## src/rtl/dut_clock_sequencer.sv

```systemverilog
// Command-driven DUT clock/reset sequencer: divided clk_dut, rst_dut,
// free-run, N-edge burst and clocked-reset sequences.
// Ports: CLK/rst (sync, active-high); cmd_valid/cmd_ready/cmd_op/cmd_arg
// command handshake; clk_dut, rst_dut, busy, cmd_err, edge_count outputs.
module dut_clock_sequencer #(
  parameter int DIV_W       = 16,
  parameter int DEFAULT_DIV = 6000,
  parameter int RST_CYCLES  = 4
) (
  input  logic             CLK,
  input  logic             rst,
  input  logic             cmd_valid,
  output logic             cmd_ready,
  input  logic [1:0]       cmd_op,
  input  logic [DIV_W-1:0] cmd_arg,
  output logic             clk_dut,
  output logic             rst_dut,
  output logic             busy,
  output logic             cmd_err,
  output logic [DIV_W-1:0] edge_count
);

  localparam logic [1:0] OP_SET_DIV = 2'd0;
  localparam logic [1:0] OP_RESET   = 2'd1;
  localparam logic [1:0] OP_RUN     = 2'd2;
  localparam logic [1:0] OP_STOP    = 2'd3;

  localparam logic [DIV_W-1:0] ONE  = DIV_W'(1);
  localparam logic [DIV_W-1:0] SAT  = '1;
  localparam logic [DIV_W-1:0] DDIV = DIV_W'(DEFAULT_DIV);
  localparam logic [DIV_W-1:0] RCYC = DIV_W'(RST_CYCLES);

  typedef enum logic [2:0] {
    S_IDLE,
    S_RESET,
    S_BURST,
    S_RUN,
    S_STOP
  } state_t;

  state_t           state, state_n;
  logic [DIV_W-1:0] div, div_n;
  logic [DIV_W-1:0] divcnt, divcnt_n;
  logic [DIV_W-1:0] rem, rem_n;
  logic [DIV_W-1:0] ec_n;
  logic             clk_n;
  logic             rst_dut_n;
  logic             err_n;
  logic             run_div;
  logic             tick;
  logic             accept;

  assign tick   = (divcnt == div);
  assign accept = cmd_valid & cmd_ready;

  always_ff @(posedge CLK) begin
    if (rst) begin
      state      <= S_RESET;
      div        <= DDIV;
      divcnt     <= '0;
      rem        <= RCYC;
      clk_dut    <= 1'b0;
      rst_dut    <= 1'b1;
      edge_count <= '0;
      cmd_err    <= 1'b0;
    end else begin
      state      <= state_n;
      div        <= div_n;
      divcnt     <= divcnt_n;
      rem        <= rem_n;
      clk_dut    <= clk_n;
      rst_dut    <= rst_dut_n;
      edge_count <= ec_n;
      cmd_err    <= err_n;
    end
  end

  always_comb begin
    state_n   = state;
    div_n     = div;
    divcnt_n  = divcnt;
    rem_n     = rem;
    clk_n     = clk_dut;
    rst_dut_n = rst_dut;
    ec_n      = edge_count;
    err_n     = 1'b0;
    run_div   = 1'b0;

    unique case (state)
      S_IDLE: begin
        divcnt_n = '0;
        clk_n    = 1'b0;
        if (accept) begin
          unique case (cmd_op)
            OP_SET_DIV: div_n = cmd_arg;
            OP_RESET: begin
              rst_dut_n = 1'b1;
              rem_n     = (cmd_arg == '0) ? ONE : cmd_arg;
              ec_n      = '0;
              state_n   = S_RESET;
            end
            OP_RUN: begin
              ec_n = '0;
              if (cmd_arg == '0) begin
                state_n = S_RUN;
              end else begin
                rem_n   = cmd_arg;
                state_n = S_BURST;
              end
            end
            OP_STOP: ;
            default: ;
          endcase
        end
      end
      S_RESET, S_BURST, S_RUN: run_div = 1'b1;
      S_STOP: begin
        // A low phase may be cut short; a high phase never is.
        if (clk_dut) begin
          run_div = 1'b1;
        end else begin
          divcnt_n = '0;
          state_n  = S_IDLE;
        end
      end
      default: state_n = S_IDLE;
    endcase

    if (run_div) begin
      if (tick) begin
        divcnt_n = '0;
        clk_n    = ~clk_dut;
        if (!clk_dut) begin
          if (state != S_RUN) rem_n = rem - ONE;
          if (edge_count != SAT) ec_n = edge_count + ONE;
        end else if (state == S_STOP ||
                     (state != S_RUN && rem == '0)) begin
          state_n = S_IDLE;
          if (state == S_RESET) rst_dut_n = 1'b0;
        end
      end else begin
        divcnt_n = divcnt + ONE;
      end
    end

    // Free-run only honours STOP; anything else is swallowed.
    if (state == S_RUN && accept) begin
      if (cmd_op == OP_STOP) state_n = S_STOP;
      else err_n = 1'b1;
    end
  end

  always_comb begin
    cmd_ready = (state == S_IDLE) || (state == S_RUN);
    busy      = (state != S_IDLE);
  end

endmodule
```

## config.mk

```make
export PLATFORM = sky130hd
export DESIGN_NAME = dut_clock_sequencer
export DESIGN_NICKNAME = d
export VERILOG_FILES = /design/src/rtl/dut_clock_sequencer.sv
export SDC_FILE = /design/constraint.sdc
export NUM_CORES = 1
export LEC_CHECK = 0
export ABC_AREA = 1
export CAP_MARGIN = 20
export CORE_MARGIN = 2
export CORE_UTILIZATION = 58
export CTS_CLUSTER_DIAMETER = 60
export DETAILED_ROUTE_END_ITERATION = 8
export PLACE_DENSITY_LB_ADDON = 0.05
export RECOVER_POWER = 100
export SLEW_MARGIN = 20
export SYNTH_ARGS = -nofsm -noshare
export SYNTH_HDL_FRONTEND = slang
export SYNTH_SLANG_ARGS = --single-unit
```

## constraint.sdc

```tcl
create_clock -name CLK -period 2.4 [get_ports CLK]
set_input_delay 0.48 -clock CLK [delete_from_list [all_inputs] [get_ports CLK]]
set_output_delay 0.48 -clock CLK [all_outputs]
set_load 0.03 [all_outputs]
```

==> impl_metrics.toml <==
[cells_and_area]
regArea_um2 = 1401
antennaDiodeCount = 0
final_util_pct = 71.24
area.growth.synth_to_final_pct = 18.83
drive_gt1_share_pct = 6.210
multiInputGateArea_um2 = 2509
fin_area_um2 = 5195
fill_cells = 669
nNetsFinal = 796

[power]
p_int_mw = 1.837
power-per-cell-area_nw_per_um2 = 456.8
p_leak_nw = 2.388
seqPwrFrac_pct = 49.5
p_sw_mw = 0.5366
pwr-share-clk_pct = 45.1
vdd_drop_max_mv = 0.3372
combPwrFrac_pct = 5.5
netSwitchingFraction_pct = 22.61

[floorplanning]
ios = 42
core_region_area_um2 = 7292
num_rows = 31
start_util_pct = 59.95
die_w_um = 90.82
die_area_um2 = 8248
fp.dieH_um = 90.82

[setup_path]
worst_setup_path_end_kind = "output pin"
r2r-start = "clk_dut"
cp_slowest_cell = "clkdlybuf4s50_1"
cp.required_ns = 1.92
cp-startpoint = "state[1]"
worst-r2r-setup-slack_ns = 0.18
crit_end = "cmd_ready"
critPathMaxFanout = 5
crit_chain = "nor2_4 -> nand2_1 -> nand2_1 -> clkdlybuf4s50_1"
path_class = "reg -> out"
slowest_delay_ns = 0.68
cp-start-kind = "flop"
critPathArrivalTime_ns = 1.87
path_common_cell = "nand2_1"
ff2ff_path_depth = 7
timing.rr.end = "rem[13]"

[drt]
drtIter0Drc = 321
wl_per_cell_um = 13.90
drt_pre_antenna_iters = 5
routed_via_density = 5.420
antenna_left = 0
wirelength_mm = 12.12
num_vias = 4726
drc = 0

[yosys]
yosysMostFrequentCell = "nand2_1"
ys_seq_elements = 70
synth_seq_area_share_pct = 32.05
synth_area_per_cell_um2 = 6.149
synth_fp_nets = 739
synthCells = 711
yosys-top-cells-count = "nand2_1 (212), inv_1 (93), nor2_1 (86)"
synthesis.area_um2 = 4372
yosys.cell_types.count = 35
synthArstFlopShare_pct = 0
yosys_warnings = 0
synth_ff_type = "dfxtp_1"
synth_top_cell_area_share_pct = 32.05
synth_edf_count = 0
synth.largest_area_cell = "dfxtp_1"
synthTopCellsByArea = "dfxtp_1 (32%), nand2_1 (18%), inv_1 (8.0%)"

[clock_network]
cts_sinks = 70
cts_tree = "yes"
clk_pin_slew_worst_paths_ns = 0.07
insertion_delay_ns = 0.36
cts_buffers = 9
ctsHoldBuffers = 0
root_buffer = "clkbuf_8"
cts_buffer_depth = 2
cts_resized = 0
cts_setup_buffers = 0
htree_levels = 3

[global_route]
grt_pass1_vias = 4483
antenna_found_initial = 0
grt_pass1_wl_mm = 20.73
track_usage_pct = 30.56
grt.overflow.total = 0
grt_max_degree = 35

[sta]
fmax_mhz = 425.1
final.setup.worst_slack_ns = 0.04771
rsz0062_at_grt = "false"
final_hold_viol_count = 0
min_period_ns = 2.352
tightest_slew_ns = 0.6466
slew_headroom_pct = 56.90
min_period_over_period_pct = 98.01
setup_viol = 0
slew_violations = 0
clock_skew_ns = 0.01820
fin_hold_ws_ns = 0.4747

[worst_hold_path]
hold_depth = 2
hp-class = "reg -> reg"

[placement]
gp_congestion = 0.9643
port_buffers = 41
pre_cts_ws_ns = -0.1067
dp_hpwl_mm = 9.022
placed_area_um2 = 4995

[outcome]
outcome = "finished clean"

[flow_run]
drv_cap = 0
[layer usage]
layer	GRT usage (%)	routed length [µm]
met4	13.26	279
met3	4.007	729
met1	40.87	5501
met5	0	0
met2	49.50	5607
[power groups by stage]
stage          clock network (mW)  registers, mW  logic [mW]
2_1_floorplan                   0           1.20      0.0573
3_3_place_gp                    0           1.20       0.126
3_5_place_dp                    0           1.20       0.127
4_1_cts                      1.08           1.17       0.128
5_1_grt                      1.14           1.17       0.141
6_report                     1.07           1.17       0.130
[state kept, by name, indices dropped and copies added, names as in the netlist]
name and count:
cmd_err 1, clk_dut 1, rst_dut 1, divcnt 16, div 16, rem 16
state 3, edge_count 16
[worst max-delay path: cells and delay by family, from the launching register on]
kind	cells	cell delay, ns
flip-flops	1	0.37
buffers and inverters	1	0.68
AND/OR/NAND/NOR	3	0.48
[logic make-up after synthesis]
family	count (synthesis)	synth area share, %
XOR/XNOR	24	4.808
AO/OA/AOI/OAI	123	14.91
flip-flops	70	32.05
adder cells (fa/ha/maj)	7	2.003
AND/OR/NAND/NOR	374	35.95
buffers and inverters	113	10.27
[metrics by stage]
step	power, mW	TNS [ns]	instances
3_3_place_gp	1.325	0	856
2_1_floorplan	1.253	0	711
6_report	2.373	0	872
3_5_place_dp	1.328	-0.6367	856
5_1_grt	2.454	0	872
4_1_cts	2.381	0	872
[layout by cell type (no fill, tap or decap), types with 3 or more instances in the layout]
cell type / count
nand2_1: 212
inv_1: 94
nor2_1: 87
dfxtp_1: 70
a21oi_1: 59
o21ai_0: 50
nand3_1: 27
clkdlybuf4s50_1: 21
nor3_1: 20
dlygate4sd3_1: 20
buf_4: 18
xor2_1: 15
nand4_1: 11
clkbuf_8: 10
xnor2_1: 9
ha_1: 7
o22ai_1: 4
a31oi_1: 3
and2_1: 3
o211ai_1: 3
[worst min path at each step]
| stage | from | to | slack, ns |
|---|---|---|---|
| 2_1_floorplan | div[3] | div[3] | 0.44 |
| 3_5_place_dp | div[7] | div[7] | 0.47 |
| 3_3_place_gp | div[7] | div[7] | 0.45 |
| 6_report | div[15] | div[15] | 0.47 |
| 4_1_cts | div[15] | div[15] | 0.48 |
| 5_1_grt | div[7] | div[7] | 0.50 |
[cell type report]
cell class	count	area share [%]
inverters	96	6.936
repair buffers	63	11.13
multi-input cells	528	48.29
clock buffers	10	2.649
flip-flops and latches	70	26.97
well taps	99	2.384
clock inverters	6	1.638
(Power assumes the default switching activity.)
==> variant, RTL diff (same settings) <==
Encoding of `state_t`: now one-hot (5 bits for 5 states).
--- a/src/rtl/dut_clock_sequencer.sv
+++ b/src/rtl/dut_clock_sequencer.sv
@@ -31,10 +31,10 @@
   localparam logic [DIV_W-1:0] RCYC = DIV_W'(RST_CYCLES);
 
-  typedef enum logic [2:0] {
-    S_IDLE,
-    S_RESET,
-    S_BURST,
-    S_RUN,
-    S_STOP
+  typedef enum logic [4:0] {
+    S_IDLE  = 5'b00001,
+    S_RESET = 5'b00010,
+    S_BURST = 5'b00100,
+    S_RUN   = 5'b01000,
+    S_STOP  = 5'b10000
   } state_t;
 
Formal check against the unedited RTL: no difference found for any inputs over 10 cycles, from zero or initial values and one cycle with rst high; not proved beyond that.
==> variant against the original RTL <==
Clock skew is 0.0081 ns lower. Count of clock-buffer cells in the layout is 1 lower. Setup slack better by 0.19 ns. Sequential cell count is 2 higher. Register-to-register slack better by 0.06 ns. Critical path depth is 5 higher. Final cell count is 9.2% higher. Wire length is 12% higher. Final area is 7.1% higher. Synthesized area is 9.8% higher. Highest routed layer unchanged.
Power is not compared: it rests on default switching activity, and its combinational part moved more than twofold at a synthesized area within 25%.
==> variant: results (changes against the original RTL) <==
[yosys]
yosysSeqAreaShare=0.300  ; was 0.321
synth_commonest_cells=234 x nand2_1, 126 x nor2_1, 105 x inv_1  ; was 212 x nand2_1, 93 x inv_1, 86 x nor2_1
ys_types=36  ; was 35
synth_area_leaders=dfxtp_1 30%, nand2_1 18%, nor2_1 9.9%, inv_1 8.2%, o21ai_0 4.2%  ; was dfxtp_1 32%, nand2_1 18%, inv_1 8.0%, nor2_1 7.4%, a21oi_1 6.8%
synthCells=791  ; was 711
synth_nets=820  ; was 739

[grt]
use_met3=0.0519  ; was 0.0401
met1_usage=0.419  ; was 0.409
grt_pass1_wl_mm=21.9  ; was 20.7 mm
grt_max_degree=52  ; was 35
grt_pass1_vias=4722  ; was 4483
grt_usage=0.310  ; was 0.306
met2_usage=0.512  ; was 0.495

[place]
place_area_sq_um=5380  ; was 4990 sq um
dp.cells=936  ; was 856
routabilityCongestion=0.938  ; was 0.964
dp_hpwl_mm=9.88  ; was 9.02 mm

[routing]
wl_met2_mm=6.38  ; was 5.61 mm
drtIter0Drc=462  ; was 321
drt_pass1_iterations=6  ; was 5
via_per_inst=5.47  ; was 5.42
dr_wl_met3_mm=1.16  ; was 729 um
routedWlPerCell_um=14.2  ; was 13.9 um
met1_length_mm=5.81  ; was 5.50 mm

[timing]
worst_pin_slew_ns=0.565  ; was 0.647 ns
fin_skew_ns=0.0101  ; was 0.0182 ns
hold_ws_ns=0.487  ; was 0.475 ns
finalMaxSlewViolations=0  ; unchanged

[worst_setup_path]
worstPathMaxFanout=11  ; was 5
cp.arrival_ns=2.43  ; was 1.87 ns

[cells_and_area]
nets=871  ; was 796
fillers=749  ; was 669
drive_above_1_share=0.0626  ; was 0.0621
diodes=0  ; unchanged
stdcell_count=952  ; was 872

[run_status]
status=complete, no violations  ; unchanged

[clock_tree]
cts_buffers=9  ; unchanged
cts_root_buf=clkbuf_8  ; unchanged
insertion_delay_ns=0.35
cts_setup_buffers=0  ; unchanged

[variant: cell count changes after synthesis, moves of 7 or more]
cell     delta
nand2_1    +22
buf_2       +7
nor2_1     +40
nand3_1    +12
inv_1      +12
o21ai_0     -9
a21oi_1    -25
[variant: cells by family after synthesis]
group | Yosys count | synth area share
and+or+nand+nor | 457 | 0.411
buffers and inverters | 134 | 0.114
AOI/OAI and AO/OA | 95 | 0.107
DFF | 72 | 0.300
xor gates and xnor gates | 25 | 0.0456
adders and majority gates | 8 | 0.0209
[variant: final cells by class]
| class | count | area share |
|---|---|---|
| Multi-Input combinational cell | 585 | 0.499 |
| Clock buffer | 9 | 0.0223 |
| Timing Repair Buffer | 65 | 0.101 |
| Tap cell | 105 | 0.0236 |
| Clock inverter | 7 | 0.0216 |
| Inverter | 109 | 0.0735 |
| Sequential cell | 72 | 0.259 |
[variant: metrics by stage]
stage          setup TNS (ns)   util  setup slack (ns)
2_1_floorplan               0      -             0.465
3_3_place_gp                0  0.662            0.0332
3_5_place_dp          -0.0100  0.662           -0.0100
4_1_cts                     0  0.692            0.0338
5_1_grt                     0  0.684            0.0530
6_report                    0  0.684             0.242
[variant: critical path, stage by stage, from the launching register on]
cell	delay (ns)
dfxtp_1	0.43
nor2_4	0.09
nand3_4	0.08
buf_4	0.17
nand2_1	0.08
nor2_2	0.27
inv_1	0.24
nand2_1	0.17
nand2_1	0.27
nor3_1	0.25
[variant: path summary, 6_finish.rpt]
path               endpoint  slack (ns)  cells after the start  startpoint
setup / recovery  divcnt[4]        0.24                      9    state[3]
hold / removal       div[3]        0.49                      2      div[3]
setup reg to reg  divcnt[4]        0.24                      9    state[3]
hold reg to reg      div[3]        0.49                      2      div[3]
